==> config.mk <==
export PLATFORM = sky130hd
export DESIGN_NAME = adder32
export DESIGN_NICKNAME = d
export VERILOG_FILES = /design/src/rtl/adder_pkg.sv /design/src/rtl/cla4.sv /design/src/rtl/adder32.sv
export SDC_FILE = /design/constraint.sdc
export NUM_CORES = 1
export LEC_CHECK = 0
export ABC_AREA = 1
export BUFFER_PORTS_ARGS = -buffer_cell sky130_fd_sc_hd__buf_2
export CORE_MARGIN = 2
export CORE_UTILIZATION = 40
export CTS_CLUSTER_SIZE = 16
export DETAILED_ROUTE_END_ITERATION = 8
export GPL_TIMING_DRIVEN = 0
export PLACE_DENSITY = 0.64
export SLEW_MARGIN = 30
export SYNTH_ARGS = -nofsm -noshare
export SYNTH_HDL_FRONTEND = slang
export SYNTH_SLANG_ARGS = --single-unit
==> constraint.sdc <==
create_clock -name clk -period 3.9 [get_ports clk]
set_input_delay 0.39 -clock clk [delete_from_list [all_inputs] [get_ports clk]]
set_output_delay 0.39 -clock clk [all_outputs]
set_load 0.01 [all_outputs]
==> src/rtl/adder_pkg.sv <==
// ============================================================================
// adder_pkg : shared constants and types for the adder32 add path
// Rev 1.0   : initial release
// ============================================================================
`default_nettype none

package adder_pkg;

  localparam int ADDER_WIDTH = 32;
  localparam int CLA_BLOCK   = 4;

  typedef logic [ADDER_WIDTH-1:0] word_t;

endpackage : adder_pkg

`default_nettype wire

==> src/rtl/cla4.sv <==
// ============================================================================
// cla4 : 4-bit carry-lookahead block with per-bit generate/propagate
// Rev 1.0   : initial release
// ============================================================================
`default_nettype none

module cla4 (
  input  logic [3:0] a,
  input  logic [3:0] b,
  input  logic       c_in,
  output logic [3:0] s,
  output logic       c_out
);

  logic [3:0] w_g;
  logic [3:0] w_p;
  logic [4:0] w_c;

  assign w_g = a & b;
  assign w_p = a ^ b;

  // Every internal carry is a flat sum of products of c_in and the g/p terms.
  assign w_c[0] = c_in;
  assign w_c[1] = w_g[0]
                | (w_p[0] & c_in);
  assign w_c[2] = w_g[1]
                | (w_p[1] & w_g[0])
                | (w_p[1] & w_p[0] & c_in);
  assign w_c[3] = w_g[2]
                | (w_p[2] & w_g[1])
                | (w_p[2] & w_p[1] & w_g[0])
                | (w_p[2] & w_p[1] & w_p[0] & c_in);
  assign w_c[4] = w_g[3]
                | (w_p[3] & w_g[2])
                | (w_p[3] & w_p[2] & w_g[1])
                | (w_p[3] & w_p[2] & w_p[1] & w_g[0])
                | (w_p[3] & w_p[2] & w_p[1] & w_p[0] & c_in);

  assign s     = w_p ^ w_c[3:0];
  assign c_out = w_c[4];

endmodule : cla4

`default_nettype wire

==> src/rtl/adder32.sv <==
// ============================================================================
// adder32 : registered WIDTH-bit adder built from chained cla4 blocks.
//           Define ADDER_OVERFLOW_EN to add the registered signed-overflow port.
// Rev 1.0   : initial release
// ============================================================================
`default_nettype none

module adder32
  import adder_pkg::*;
#(
  parameter int WIDTH = ADDER_WIDTH
) (
  input  logic             clk,
  input  logic             rst_n,
  input  logic             in_valid,
  input  logic [WIDTH-1:0] A,
  input  logic [WIDTH-1:0] B,
  input  logic             cin,
  output logic [WIDTH-1:0] sum,
  output logic             cout,
  output logic             out_valid
`ifdef ADDER_OVERFLOW_EN
  ,
  output logic             of
`endif
);

  localparam int c_num_blk = WIDTH / CLA_BLOCK;

  generate
    if ((WIDTH % CLA_BLOCK) != 0) begin : g_width_check
      $error("adder32: WIDTH must be a multiple of 4");
    end
  endgenerate

  logic [WIDTH-1:0]   w_sum;
  logic [c_num_blk:0] w_carry;

  logic [WIDTH-1:0]   r_sum;
  logic               r_cout;
  logic               r_valid;

  assign w_carry[0] = cin;

  // Group carry ripples from one lookahead block into the next.
  generate
    for (genvar gi = 0; gi < c_num_blk; gi++) begin : g_cla
      cla4 u_cla4 (
        .a     (A[gi*CLA_BLOCK +: CLA_BLOCK]),
        .b     (B[gi*CLA_BLOCK +: CLA_BLOCK]),
        .c_in  (w_carry[gi]),
        .s     (w_sum[gi*CLA_BLOCK +: CLA_BLOCK]),
        .c_out (w_carry[gi+1])
      );
    end
  endgenerate

  always_ff @(posedge clk) begin
    if (!rst_n) begin
      r_sum   <= '0;
      r_cout  <= 1'b0;
      r_valid <= 1'b0;
    end else begin
      r_valid <= in_valid;
      if (in_valid) begin
        r_sum  <= w_sum;
        r_cout <= w_carry[c_num_blk];
      end
    end
  end

  assign sum       = r_sum;
  assign cout      = r_cout;
  assign out_valid = r_valid;

`ifdef ADDER_OVERFLOW_EN
  logic w_of;
  logic r_of;

  // Operands agree in sign but the result does not.
  assign w_of = (A[WIDTH-1] == B[WIDTH-1]) && (w_sum[WIDTH-1] != A[WIDTH-1]);

  always_ff @(posedge clk) begin
    if (!rst_n) begin
      r_of <= 1'b0;
    end else if (in_valid) begin
      r_of <= w_of;
    end
  end

  assign of = r_of;
`endif

endmodule : adder32

`default_nettype wire

==> run summary <==
FINISH
--------------------------------------------------------------------------------------
Combined area of the multi-input logic cells                                  1680 um2
Share of cells above drive strength 1                                            29.5%
# fillers                                                                          644
Ant diodes                                                                           0
Layout overhead on the synthesized area                                          27.8%
Number of nets in the layout                                                       549
Sequential cell area                                                           681 um2

DIE
--------------------------------------------------------------------------------------
Starting Density                                                                 40.7%
Standard-cell rows                                                                  29
Top-level I/O count                                                                102
Overall die height                                                             83.9 um
Die Footprint                                                                 7040 um2
Core region area                                                              6280 um2
Floorplan die width                                                            83.9 um

TIMING
--------------------------------------------------------------------------------------
Worst hold margin                                                             0.465 ns
Fin Clk Skew                                                                      0 ns
Peak clock frequency supported by timing                                       399 MHz
Ratio of final minimum period to clock period                                    64.3%
Slew of the pin with the lowest slew margin                                   0.589 ns
Final setup violation count                                                          0
Post-route worst setup slack                                                   1.39 ns
Setup repair after global routing missed its margin                                 no
Sum of negative setup slack                                                       0 ns
Worst slew margin relative to its limit                                          60.7%
Final period demand of the worst path                                          2.51 ns
Number of pins with negative max-slew slack in the final report                      0
Final hold viol count                                                                0

GRT
--------------------------------------------------------------------------------------
Via count of the first global-routing pass                                        2261
Pin count of the biggest net entering global routing                                11
Congestion Overflow GR                                                               0
Number of antenna violations at the first check in global routing                    0
Wire length of the first global-routing pass                                   9.94 mm
GR Util All Layers                                                               17.2%

LOGIC SYNTHESIS
--------------------------------------------------------------------------------------
Top cells by area in the synthesized netlist                              dfxtp_1 (27%), ha_1 (16%), nor2_1 (9.0%)
Syn Nets                                                                           442
Top_reg_cell synth                                                             dfxtp_1
Distinct cell type count after synthesis                                            28
Post-synthesis instance total                                                      334
Number of synthesized flops with an enable pin                                       0
Warnings, synthesis                                                                  0
Post-synthesis register bit count                                                   34
Most frequent cell after synthesis                                              nor2_1
Synthesized cell area                                                         2550 um2
Sequential fraction of the synthesis area                                        26.7%
Average footprint of a synthesized cell                                       7.65 um2
Leading cell types by count after synthesis                               nor2_1 (61), inv_1 (36), dfxtp_1 (34)
Post-synth ARST share                                                               0%
Library cell with the largest summed area after synthesis                      dfxtp_1
Yosys top cell area share                                                        26.7%

DRT
--------------------------------------------------------------------------------------
Overall via count from detail_route                                               2438
Router iterations before antenna repair                                              6
Total wirelength of the detailed-routed design                                 5.90 mm
Per-cell routed wire length                                                    11.4 um
WL met3                                                                         326 um
Routed vias/inst                                                                  4.71
Post-Route M1 WL                                                               2.68 mm
Uppermost signal routing layer after detailed routing                             met4
Residual DRC count                                                                   0
Remaining antenna violation count                                                    0
Routed wire length on met2                                                     2.87 mm
1st-iter DRT viols                                                                  68

CLOCK TREE
--------------------------------------------------------------------------------------
Number of buffers created by CTS                                                     5
Clock slew at the register clock pins of the worst setup and hold paths        0.07 ns
Hold Buf Count CTS                                                                   0
Max Root-Sink Buffers                                                                2
Setup fix buffers added after clock tree synthesis                                   0
Clock root buffer master                                                      clkbuf_8
Clock tree from TritonCTS                                                          yes
H-tree depth                                                                         2
Clock latency of the later-clocked register in the worst-skew pair             0.27 ns
Number of gates given a new drive strength after cts                                 0
Sink count of the clock tree                                                        34

SETUP PATH
--------------------------------------------------------------------------------------
Launch instance of the worst register-to-register path                          sum[3]
Start point of the critical path                                                  A[7]
Req. time, crit path                                                           4.07 ns
Critical setup path kind                                                  input pin to flop
Crit path to                                                                   sum[29]
Worst-path fanout max                                                                4
Register-to-register setup slack                                               3.21 ns
Crit end category                                                                 flop
Critical Path AT                                                               2.67 ns
R2r endpoint                                                                    sum[3]
Critical Path Start Type                                                     input pin
Worst Reg-to-Reg Cells                                                               4

POWER AND IR DROP
--------------------------------------------------------------------------------------
Combinational fraction of design power                                           33.0%
P_int                                                                           744 uW
Net switching fraction of the power                                              31.0%
Power share of the clock group                                                   30.1%
Pleak                                                                          1.83 nW
Psw                                                                             335 uW
Part of the total power dissipated in sequential elements                        37.0%
Cell Pwr Density                                                            330 nW/um2
Peak VDD IR                                                                   0.187 mV

RUN STATUS
--------------------------------------------------------------------------------------
Status                                                                    complete, no violations

PLACED DESIGN
--------------------------------------------------------------------------------------
DP Wirelength                                                                  4.75 mm
Post-place setup slack                                                         1.09 ns
Port-buffer cells                                                                  100
Gp weighted congestion                                                           0.821

JOB
--------------------------------------------------------------------------------------
# Max-Cap Violations                                                                 0

MIN PATH
--------------------------------------------------------------------------------------
Worst min-delay path category                                             input pin to flop

## logic make-up after synthesis
group / synth area share, %
DFF: 26.7
xor gates and xnor gates: 6.86
adders and majority gates: 21.9
and+or+nand+nor: 23.3
AOI/OAI and AO/OA: 13.6
buffers and inverters: 7.64
## registers in the layout, summed over array words and instances, names as in the netlist
name and flops:
cout 1, sum 32, out_valid 1
## cell usage in the layout, fill, tap and decap left out, drive strengths merged
master / n
a21boi: 1
xnor2: 2
nand2: 46
o21bai: 2
bufinv: 1
and2: 1
clkinv: 1
clkbuf: 11
nor2: 62
inv: 36
a21o: 1
xor2: 18
dfxtp: 34
fa: 8
and3: 1
nand4: 1
o21ai: 32
buf: 104
nand3: 17
nor3: 1
a21oi: 28
ha: 32
a41oi: 1
## power groups by stage
stage | logic, mW | clock network, mW | registers (mW)
finish | 0.356 | 0.324 | 0.399
global route | 0.408 | 0.349 | 0.403
CTS | 0.361 | 0.333 | 0.399
detailed placement | 0.360 | 0 | 0.406
global placement | 0.354 | 0 | 0.406
floorplan | 0.220 | 0 | 0.423
## layer usage
| metal | up-vias | global-route usage (%) |
|---|---|---|
| met2 | 62 | 31.2 |
| met3 | 2 | 3.17 |
| met4 | 0 | 2.20 |
| met5 | - | 0 |
| met1 | 1078 | 21.6 |
| li1 | 1296 | - |
## worst min-delay path by stage
stage	end	slack [ns]	depth (start not counted)	from
floorplan	sum[11]	0.53	2	rst_n
global placement	sum[20]	0.47	2	sum[20]
detailed placement	sum[8]	0.48	2	sum[8]
CTS	sum[7]	0.46	3	rst_n
global route	sum[7]	0.47	3	rst_n
finish	sum[15]	0.47	3	rst_n
## final cells by class
| type | count | area share, % |
|---|---|---|
| Multi-Input combinational cell | 254 | 51.4 |
| Sequential cell | 34 | 20.9 |
| Timing Repair Buffer | 100 | 15.3 |
| Inverter | 37 | 4.26 |
| Tap cell | 77 | 2.95 |
| Clock buffer | 6 | 2.53 |
| Buffer | 9 | 1.73 |
| Clock inverter | 1 | 0.920 |
## critical path, stage by stage
cell and delay [ns]:
buf_2 0.10, ha_1 0.34, a21oi_1 0.14, nand2_1 0.08, nor2_2 0.09, nand2_2 0.10, nand2_2 0.07, nand2_2 0.07
nand2_2 0.09, nand2_4 0.06, nand2_4 0.07, nand2_4 0.06, nand2_4 0.07, nand2_4 0.06, nand2_4 0.07, nand2_4 0.06
fa_1 0.38, xor2_1 0.17, o21ai_0 0.14, inv_1 0.05
## through the flow
stage	total power, mW	instances	utilization (%)	cell area [um2]
detailed placement	0.766	511	50.2	3150
finish	1.08	518	52.0	3260
CTS	1.09	518	52.0	3260
global placement	0.760	511	50.2	3150
global route	1.16	518	52.0	3260
floorplan	0.642	334	-	2550
Note: power is estimated with default switching activity, not from simulation.
